===== src/rtl/bram_pkg.sv =====
// Shared defaults and FSM encoding for the 16x8 block-RAM wrapper.
// Imported by the top level and by the RAM sub-module.
package bram_pkg;

    localparam int BRAM_DATA_W = 8;
    localparam int BRAM_ADDR_W = 4;
    localparam int BRAM_DEPTH  = 1 << BRAM_ADDR_W;

    typedef enum logic {
        ST_INIT  = 1'b0,
        ST_READY = 1'b1
    } bram_state_e;

endpackage


===== src/rtl/bram_infer_mem.sv =====
// Simple-dual-port RAM: port A write-first read/write, port B synchronous read.
// The array carries no reset so it maps onto block RAM; only the read registers clear.
module bram_infer_mem
    import bram_pkg::*;
#(
    parameter int DATA_W = BRAM_DATA_W,
    parameter int ADDR_W = BRAM_ADDR_W
) (
    input  logic              clk,
    input  logic              rst_n,
    input  logic              rd_clr,
    input  logic              a_we,
    input  logic [ADDR_W-1:0] a_addr,
    input  logic [DATA_W-1:0] a_wdata,
    output logic [DATA_W-1:0] a_rdata,
    input  logic [ADDR_W-1:0] b_addr,
    output logic [DATA_W-1:0] b_rdata
);

    localparam int DEPTH = 1 << ADDR_W;

    logic [DATA_W-1:0] mem_r [DEPTH];

    // Array write port, kept free of any reset so it stays inferable.
    always_ff @(posedge clk) begin
        if (a_we) begin
            mem_r[a_addr] <= a_wdata;
        end
    end

    // Port A read register: write-first, forced to zero while cleared.
    always_ff @(posedge clk or negedge rst_n) begin
        if (!rst_n) begin
            a_rdata <= {DATA_W{1'b0}};
        end else if (rd_clr) begin
            a_rdata <= {DATA_W{1'b0}};
        end else if (a_we) begin
            a_rdata <= a_wdata;
        end else begin
            a_rdata <= mem_r[a_addr];
        end
    end

    // Port B read register: always returns pre-write contents.
    always_ff @(posedge clk or negedge rst_n) begin
        if (!rst_n) begin
            b_rdata <= {DATA_W{1'b0}};
        end else if (rd_clr) begin
            b_rdata <= {DATA_W{1'b0}};
        end else begin
            b_rdata <= mem_r[b_addr];
        end
    end

endmodule


===== src/rtl/bram_infer.sv =====
// Block-RAM wrapper with a look-ahead read port and a post-reset pattern loader.
// After reset the sequencer writes mem[i] = i, then user accesses are served.
module bram_infer
    import bram_pkg::*;
#(
    parameter int DATA_W = BRAM_DATA_W,
    parameter int ADDR_W = BRAM_ADDR_W
) (
    input  logic              clk,
    input  logic              reset,
    input  logic [DATA_W-1:0] data_in,
    input  logic [ADDR_W-1:0] addr,
    input  logic              write,
    output logic [DATA_W-1:0] data_out_1,
    output logic [DATA_W-1:0] data_out_2
);

    localparam int DEPTH = 1 << ADDR_W;

    bram_state_e       state_r;
    bram_state_e       state_nxt_s;
    logic [ADDR_W-1:0] init_cnt_r;
    logic              init_last_s;
    logic              we_s;
    logic [ADDR_W-1:0] wr_addr_s;
    logic [DATA_W-1:0] wr_data_s;
    logic              rd_clr_s;
    logic [ADDR_W-1:0] addr_inc_s;

    assign init_last_s = (init_cnt_r == ADDR_W'(DEPTH - 1));
    // Natural ADDR_W-bit overflow gives the DEPTH-1 -> 0 wrap.
    assign addr_inc_s  = addr + ADDR_W'(1);

    // State register.
    always_ff @(posedge clk or negedge reset) begin
        if (!reset) begin
            state_r <= ST_INIT;
        end else begin
            state_r <= state_nxt_s;
        end
    end

    // Pattern counter, advances only while loading.
    always_ff @(posedge clk or negedge reset) begin
        if (!reset) begin
            init_cnt_r <= {ADDR_W{1'b0}};
        end else if (state_r == ST_INIT) begin
            init_cnt_r <= init_cnt_r + ADDR_W'(1);
        end else begin
            init_cnt_r <= init_cnt_r;
        end
    end

    // Next state plus loader/user mux on the write port.
    always_comb begin
        state_nxt_s = state_r;
        we_s        = 1'b0;
        wr_addr_s   = addr;
        wr_data_s   = data_in;
        rd_clr_s    = 1'b1;
        case (state_r)
            ST_INIT: begin
                we_s      = 1'b1;
                wr_addr_s = init_cnt_r;
                wr_data_s = DATA_W'(init_cnt_r);
                rd_clr_s  = 1'b1;
                if (init_last_s) begin
                    state_nxt_s = ST_READY;
                end else begin
                    state_nxt_s = ST_INIT;
                end
            end
            ST_READY: begin
                we_s        = write;
                wr_addr_s   = addr;
                wr_data_s   = data_in;
                rd_clr_s    = 1'b0;
                state_nxt_s = ST_READY;
            end
            default: begin
                state_nxt_s = ST_INIT;
                we_s        = 1'b0;
                rd_clr_s    = 1'b1;
            end
        endcase
    end

    bram_infer_mem #(
        .DATA_W (DATA_W),
        .ADDR_W (ADDR_W)
    ) u_mem (
        .clk     (clk),
        .rst_n   (reset),
        .rd_clr  (rd_clr_s),
        .a_we    (we_s),
        .a_addr  (wr_addr_s),
        .a_wdata (wr_data_s),
        .a_rdata (data_out_1),
        .b_addr  (addr_inc_s),
        .b_rdata (data_out_2)
    );

endmodule


===== config.mk =====
export PLATFORM = sky130hd
export DESIGN_NAME = bram_infer
export DESIGN_NICKNAME = d
export VERILOG_FILES = /design/src/rtl/bram_pkg.sv /design/src/rtl/bram_infer_mem.sv /design/src/rtl/bram_infer.sv
export SDC_FILE = /design/constraint.sdc
export NUM_CORES = 1
export LEC_CHECK = 0
export BUFFER_PORTS_ARGS = -buffer_cell sky130_fd_sc_hd__buf_4
export CORE_MARGIN = 1.5
export CORE_UTILIZATION = 52
export DETAILED_ROUTE_END_ITERATION = 10
export GPL_TIMING_DRIVEN = 0
export PLACE_DENSITY_LB_ADDON = 0.25
export SYNTH_ARGS = -nofsm -noshare
export SYNTH_HDL_FRONTEND = slang
export SYNTH_SLANG_ARGS = --single-unit
export TNS_END_PERCENT = 30

===== constraint.sdc =====
create_clock -name clk -period 4.51 [get_ports clk]
set_clock_uncertainty 0.1 [all_clocks]
set_input_delay 0.451 -clock clk [delete_from_list [all_inputs] [get_ports clk]]
set_output_delay 0.451 -clock clk [all_outputs]
set_load 0.1 [all_outputs]

=== Word level (Yosys, flattened, before mapping) ===
Memories as Yosys holds them, arrays and structs flattened.
Index checks and enable logic that the tools add are counted.
W data, S select, Z words.

* $add $sub $neg: 2
* Multiply operators: 0
* Divide/modulo/power cells: 0
* Order comparisons: 0
* Equal/unequal tests: 1
* Shifts and indexed selects: 0
* Multiplexer cells: 11
* Bitwise operators: 1
* Reductions and logical operators: 0

{| class="wikitable"
|+ Operators with widths
! kind !! number
|-
| $mux W8 || 3
|-
| $pmux W8 S2 || 1
|-
| $add A4 B1 Y4 const B || 2
|-
| $pmux W4 S2 || 1
|-
| $pmux W1 S2 || 3
|-
| $eq A4 B4 Y1 const B || 1
|-
| $mux W1 || 3
|-
| $not A1 Y1 || 1
|}

* Bits in registers: 21
* Bits in latches: 0
* Bits in writable memories: 128
* Memory bits (read-only): 0
* Memories: 1

{| class="wikitable"
|+ Memory list
! memory !! words !! bits a word !! rd ports !! clocked after memory_dff !! wr ports !! line !! RTL
|-
| u_mem.mem_r || 16 || 8 || 2 || 0 || 1 || bram_infer_mem.sv:22 || <nowiki>logic [DATA_W-1:0] mem_r [DEPTH];</nowiki>
|}

=== Longest topological paths before layout ===
An unclocked memory read counts as a cell.

* Depth in word-level cells: 5
* Gate-level depth with buffers: 8
* Mapped depth without buffers: 5

=== Cells and area by module ===
A second synthesis with hierarchy kept.

* Cell total of the unflattened synthesis: 420
* Area, all modules: 6942.9 um^2

{| class="wikitable"
|+ By module, submodules not included
! module !! times used !! cells an instance !! area each (um^2)
|-
| bram_infer_mem || 1 || 374 || 6548.8
|-
| bram_infer || 1 || 46 || 394.1
|}

=== Worst setup path after synthesis ===
OpenSTA, ideal clock, no wires.

* Path type: register -> register
* From: reg state_r
* To: mem u_mem.mem_r[0][2] (netlist name), data pin
* Setup time: 0.330 ns
* Data arrival time: 1.691 ns
* Data required time: 4.080 ns
* Path slack: 2.389 ns
* Cell stages (with the launch flop): 5
* Path buffers: 3
* Clock period less this slack: 2.121 ns
* Cell sequence: dfrtp_1 buf_2 clkbuf_1 clkbuf_1 o21ai_0

* Word-level cells in the longest chain between the ends: 2

{| class="wikitable"
|+ Ends and longest elaborated chain
! element !! line !! RTL
|-
| from (decl) || bram_infer.sv:20 || <nowiki>bram_state_e state_r;</nowiki>
|-
| from (signal assigned) || bram_infer.sv:39 || <nowiki>state_r <= state_nxt_s;</nowiki>
|-
| $not A1 Y1 || bram_infer.sv:61 || <nowiki>case (state_r)</nowiki>
|-
| $pmux W8 S2 (*) || bram_infer.sv:61 ||
|-
| named net u_mem.a_wdata[2] || bram_infer_mem.sv:14 || <nowiki>input logic [DATA_W-1:0] a_wdata,</nowiki>
|-
| to (decl) || bram_infer_mem.sv:22 ||
|}

Mark *: on every way through the listed nets, which the timed path passes. The rest lies on a longest branch.

=== Worst setup path in the final report ===
* From: reg state_r
* To: mem u_mem.mem_r[13][1] (netlist name) (enable)

* Word-level cells in the longest chain between the ends: 4

{| class="wikitable"
|+ Ends and longest elaborated chain
! element !! line !! RTL
|-
| $not A1 Y1 || bram_infer.sv:61 ||
|-
| $pmux W1 S2 || bram_infer.sv:61 ||
|-
| $mux W1 || bram_infer_mem.sv:26 || <nowiki>if (a_we) begin</nowiki>
|-
| $mux W1 (implied by the code) || bram_infer_mem.sv:27 || <nowiki>mem_r[a_addr] <= a_wdata;</nowiki>
|}

Several ways; a longest one is shown, not always the timed one.

==> impl_metrics.yaml <==
outcome:
  status: "finished, final reports clean"
critical_path:
  crit_start: "state_r$_DFF_PN0_"
  path_max_fanout: 10
  cp-start-kind: "flop"
  critPathBufInv: 2
  cp.arrival_ps: 3120
  max_stage_delay_ps: 760
  crit_family: "simple AND/OR/NAND/NOR gates"
  r2r-start: "state_r$_DFF_PN0_"
  critPathRequiredTime_ps: 4460
  critical_path_class: "flop to flop"
  end_kind: "flop"
  slowest_stage: "nor2_1"
  cp_cell_sequence: "buf_2 -> clkbuf_1 -> nand2_1 -> o31a_1 -> nor2_1"
timing:
  fin_ws_ps: 1339
  maxSlewViolCount: 0
  hold_slack_ps: 178.3
  fmax_mhz: 315.4
  setup_viol: 0
  slew_headroom_pct: 33.14
  hold_viol: 0
  tns_ps: 0
  period_share_pct: 70.30
  fin_crit_ps: 3171
  rsz0062_at_grt: "false"
  worst_pin_slew_ps: 1003
global_route:
  grt_usage_pct: 34.91
  overflow: 0
  grt_max_degree: 22
  grt_pass1_wl_um: 34870
  antenna_found_initial: 0
  grt_pass1_vias: 5394
route:
  wire_per_inst_um: 30.72
  drtAntennaViolNets: 0
  drcViolationCount: 0
  dr_total_vias: 5460
  drtIter0Drc: 820
  drt-total-wl_um: 23870
  post_drt_via_cell_ratio: 7.027
  firstDrtPassIters: 5
placed_design:
  io_buffers: 27
  dpl_worst_slack_ps: 1449
  gp_routability_congestion: 0.9531
  dp_cells: 744
  dpl_cell_area_sq_mm: 0.007548
  hpwl_um: 16230
cts:
  cts_inserted_buffers: 17
  insertion_delay_ps: 430
  cts.sinks: 149
  tritoncts: "built"
  cts.clk_slew.worst_paths_ps: 60
  h-tree-depth: 4
  cts_buffer_depth: 2
  root_buffer: "clkbuf_16"
floorplan:
  die_y_um: 120.0
  die_w_um: 120.0
  core_area_sq_mm: 0.01330
  rows: 42
  die_area_sq_mm: 0.01439
  io-pin-count: 31
  start_util_pct: 53.51
synth:
  yosys_register_bits: 149
  syn_nets: 557
  synthesis.area_sq_mm: 0.007114
  syn_inst: 540
  avgSynthCellArea_sq_um: 13.17
  ys_seq_area_share_pct: 61.41
  synth_warnings: 0
  synth.distinct_cells: 35
worst_hold_path:
  holdCritStartpoint: "data_in[2]"
  hold_class: "input pin to flop"
power:
  total_power_mw: 3.388
  peakVddDrop_v: 0.0003332
  p_leak_nw: 2.771
  powerDensity_mw_per_mm2: 416.8
final_layout:
  syn_to_final_growth_pct: 14.25
  fin_area_sq_mm: 0.008128
  final_util_pct: 61.13
  layout-drive-gt1-share_pct: 22.30
  layout.nets: 605
  antennaDiodeCount: 0
  fin_cells: 777
flow_run:
  maxCapViolations: 0
## flip-flops by register name, summed over array words and instances, names as in the netlist
name           count
u_mem.mem_r      128
u_mem.b_rdata      8
init_cnt_r         4
state_r            1
u_mem.a_rdata      8
## synth_stat cells
cell	n	share of area [%]
and3_1	8	0.70
or3_1	1	0.088
a21boi_0	1	0.11
buf_4	8	0.84
clkbuf_4	1	0.11
o21ai_0	1	0.070
nand2b_1	3	0.26
nand2_1	41	2.2
xnor2_1	3	0.37
nor2_1	22	1.2
clkbuf_1	8	0.42
and2_1	4	0.35
edfxtp_1	128	54
nor2b_1	2	0.18
or3b_1	3	0.37
mux4_2	32	10
nand3_1	14	0.98
nand3_2	1	0.14
nand3b_2	3	0.47
nand4_1	8	0.70
o21a_1	2	0.21
o31a_1	2	0.25
mux2_2	3	0.47
dfrtp_1	21	7.4
a31o_2	1	0.12
o2bb2ai_1	5	0.62
buf_1	4	0.21
buf_2	25	1.8
o21ai_1	7	0.49
xor2_1	3	0.37
inv_1	2	0.11
a21oi_1	131	9.2
ha_1	2	0.35
nand3b_1	8	0.84
o41ai_1	32	3.9
## path summary, 6_finish.rpt
path                                                endpoint  slack (ps)  cells after the start
worst max-delay path            u_mem.mem_r[13][1]$_DFFE_PP_        1340                      5
worst min-delay path              u_mem.a_rdata[2]$_DFF_PN0_         180                      3
worst max register to register  u_mem.mem_r[13][1]$_DFFE_PP_        1340                      5
worst min register to register     init_cnt_r[0]$_DFFE_PN0N_         520                      1
max in group asynchronous         u_mem.b_rdata[4]$_DFF_PN0_        3770                      2
min in group asynchronous         u_mem.a_rdata[2]$_DFF_PN0_         330                      2
## cells by family after synthesis
logic type / after synthesis / share of synthesized area, %
compound gates: 182 / 15.02
flops: 149 / 61.41
simple gates: 118 / 8.424
buf+inv: 48 / 3.447
mux: 35 / 10.60
xor+xnor: 6 / 0.7388
fa+ha+maj: 2 / 0.3517
## power breakdown
part           internal [mW]  switching (mW)
clock                  0.771           0.600
combinational          0.127           0.354
sequential              1.53         0.00837
## layer usage
| layer | routed length, um | track usage [%] | vias up |
|---|---|---|---|
| met3 | 3283 | 10.88 | 93 |
| li1 | - | - | 2231 |
| met1 | 8766 | 45.85 | 2671 |
| met2 | 10610 | 52.61 | 465 |
| met4 | 1210 | 17.71 | 0 |
| met5 | 0 | 0 | - |
## cells in the final DEF, fill, tap and decap left out, drive strengths merged, types with 5 or more instances in the layout
cell     synthesis  routed
nand4            8       8
inv              2       9
nand2           41      41
mux4            32      32
nand3           15      15
and3             8       8
a21oi          131     131
edfxtp         128     128
o21ai            8       8
nand3b          11      11
o2bb2ai          5       5
nor2            22      22
o41ai           32      32
dfrtp           21      21
clkbuf           9      26
buf             37      65
## layout make-up
class | instances | area, sq um
buffer | 46 | 237.7
multi-input combinational | 343 | 2500
fill | 1053 | 5167
tap | 176 | 220.2
clock buffer | 17 | 425.4
clock inverter | 15 | 143.9
sequential | 149 | 4369
inverter | 2 | 7.507
timing repair buffer | 29 | 224.0
## worst min-delay path: cells and delay by family
| kind | cells | cell delay, ps |
|---|---|---|
| and+or+nand+nor | 1 | 60 |
| buffers and inverters | 1 | 90 |
| AOI/OAI and AO/OA | 1 | 70 |
## repair_timing
item | in CTS | in global routing
setup buffers | 0 | 0
hold buffers | 1 | 0
hold endpoints to repair | 21 | 0
gates resized for setup | 0 | 0
(Power assumes the default switching activity.)
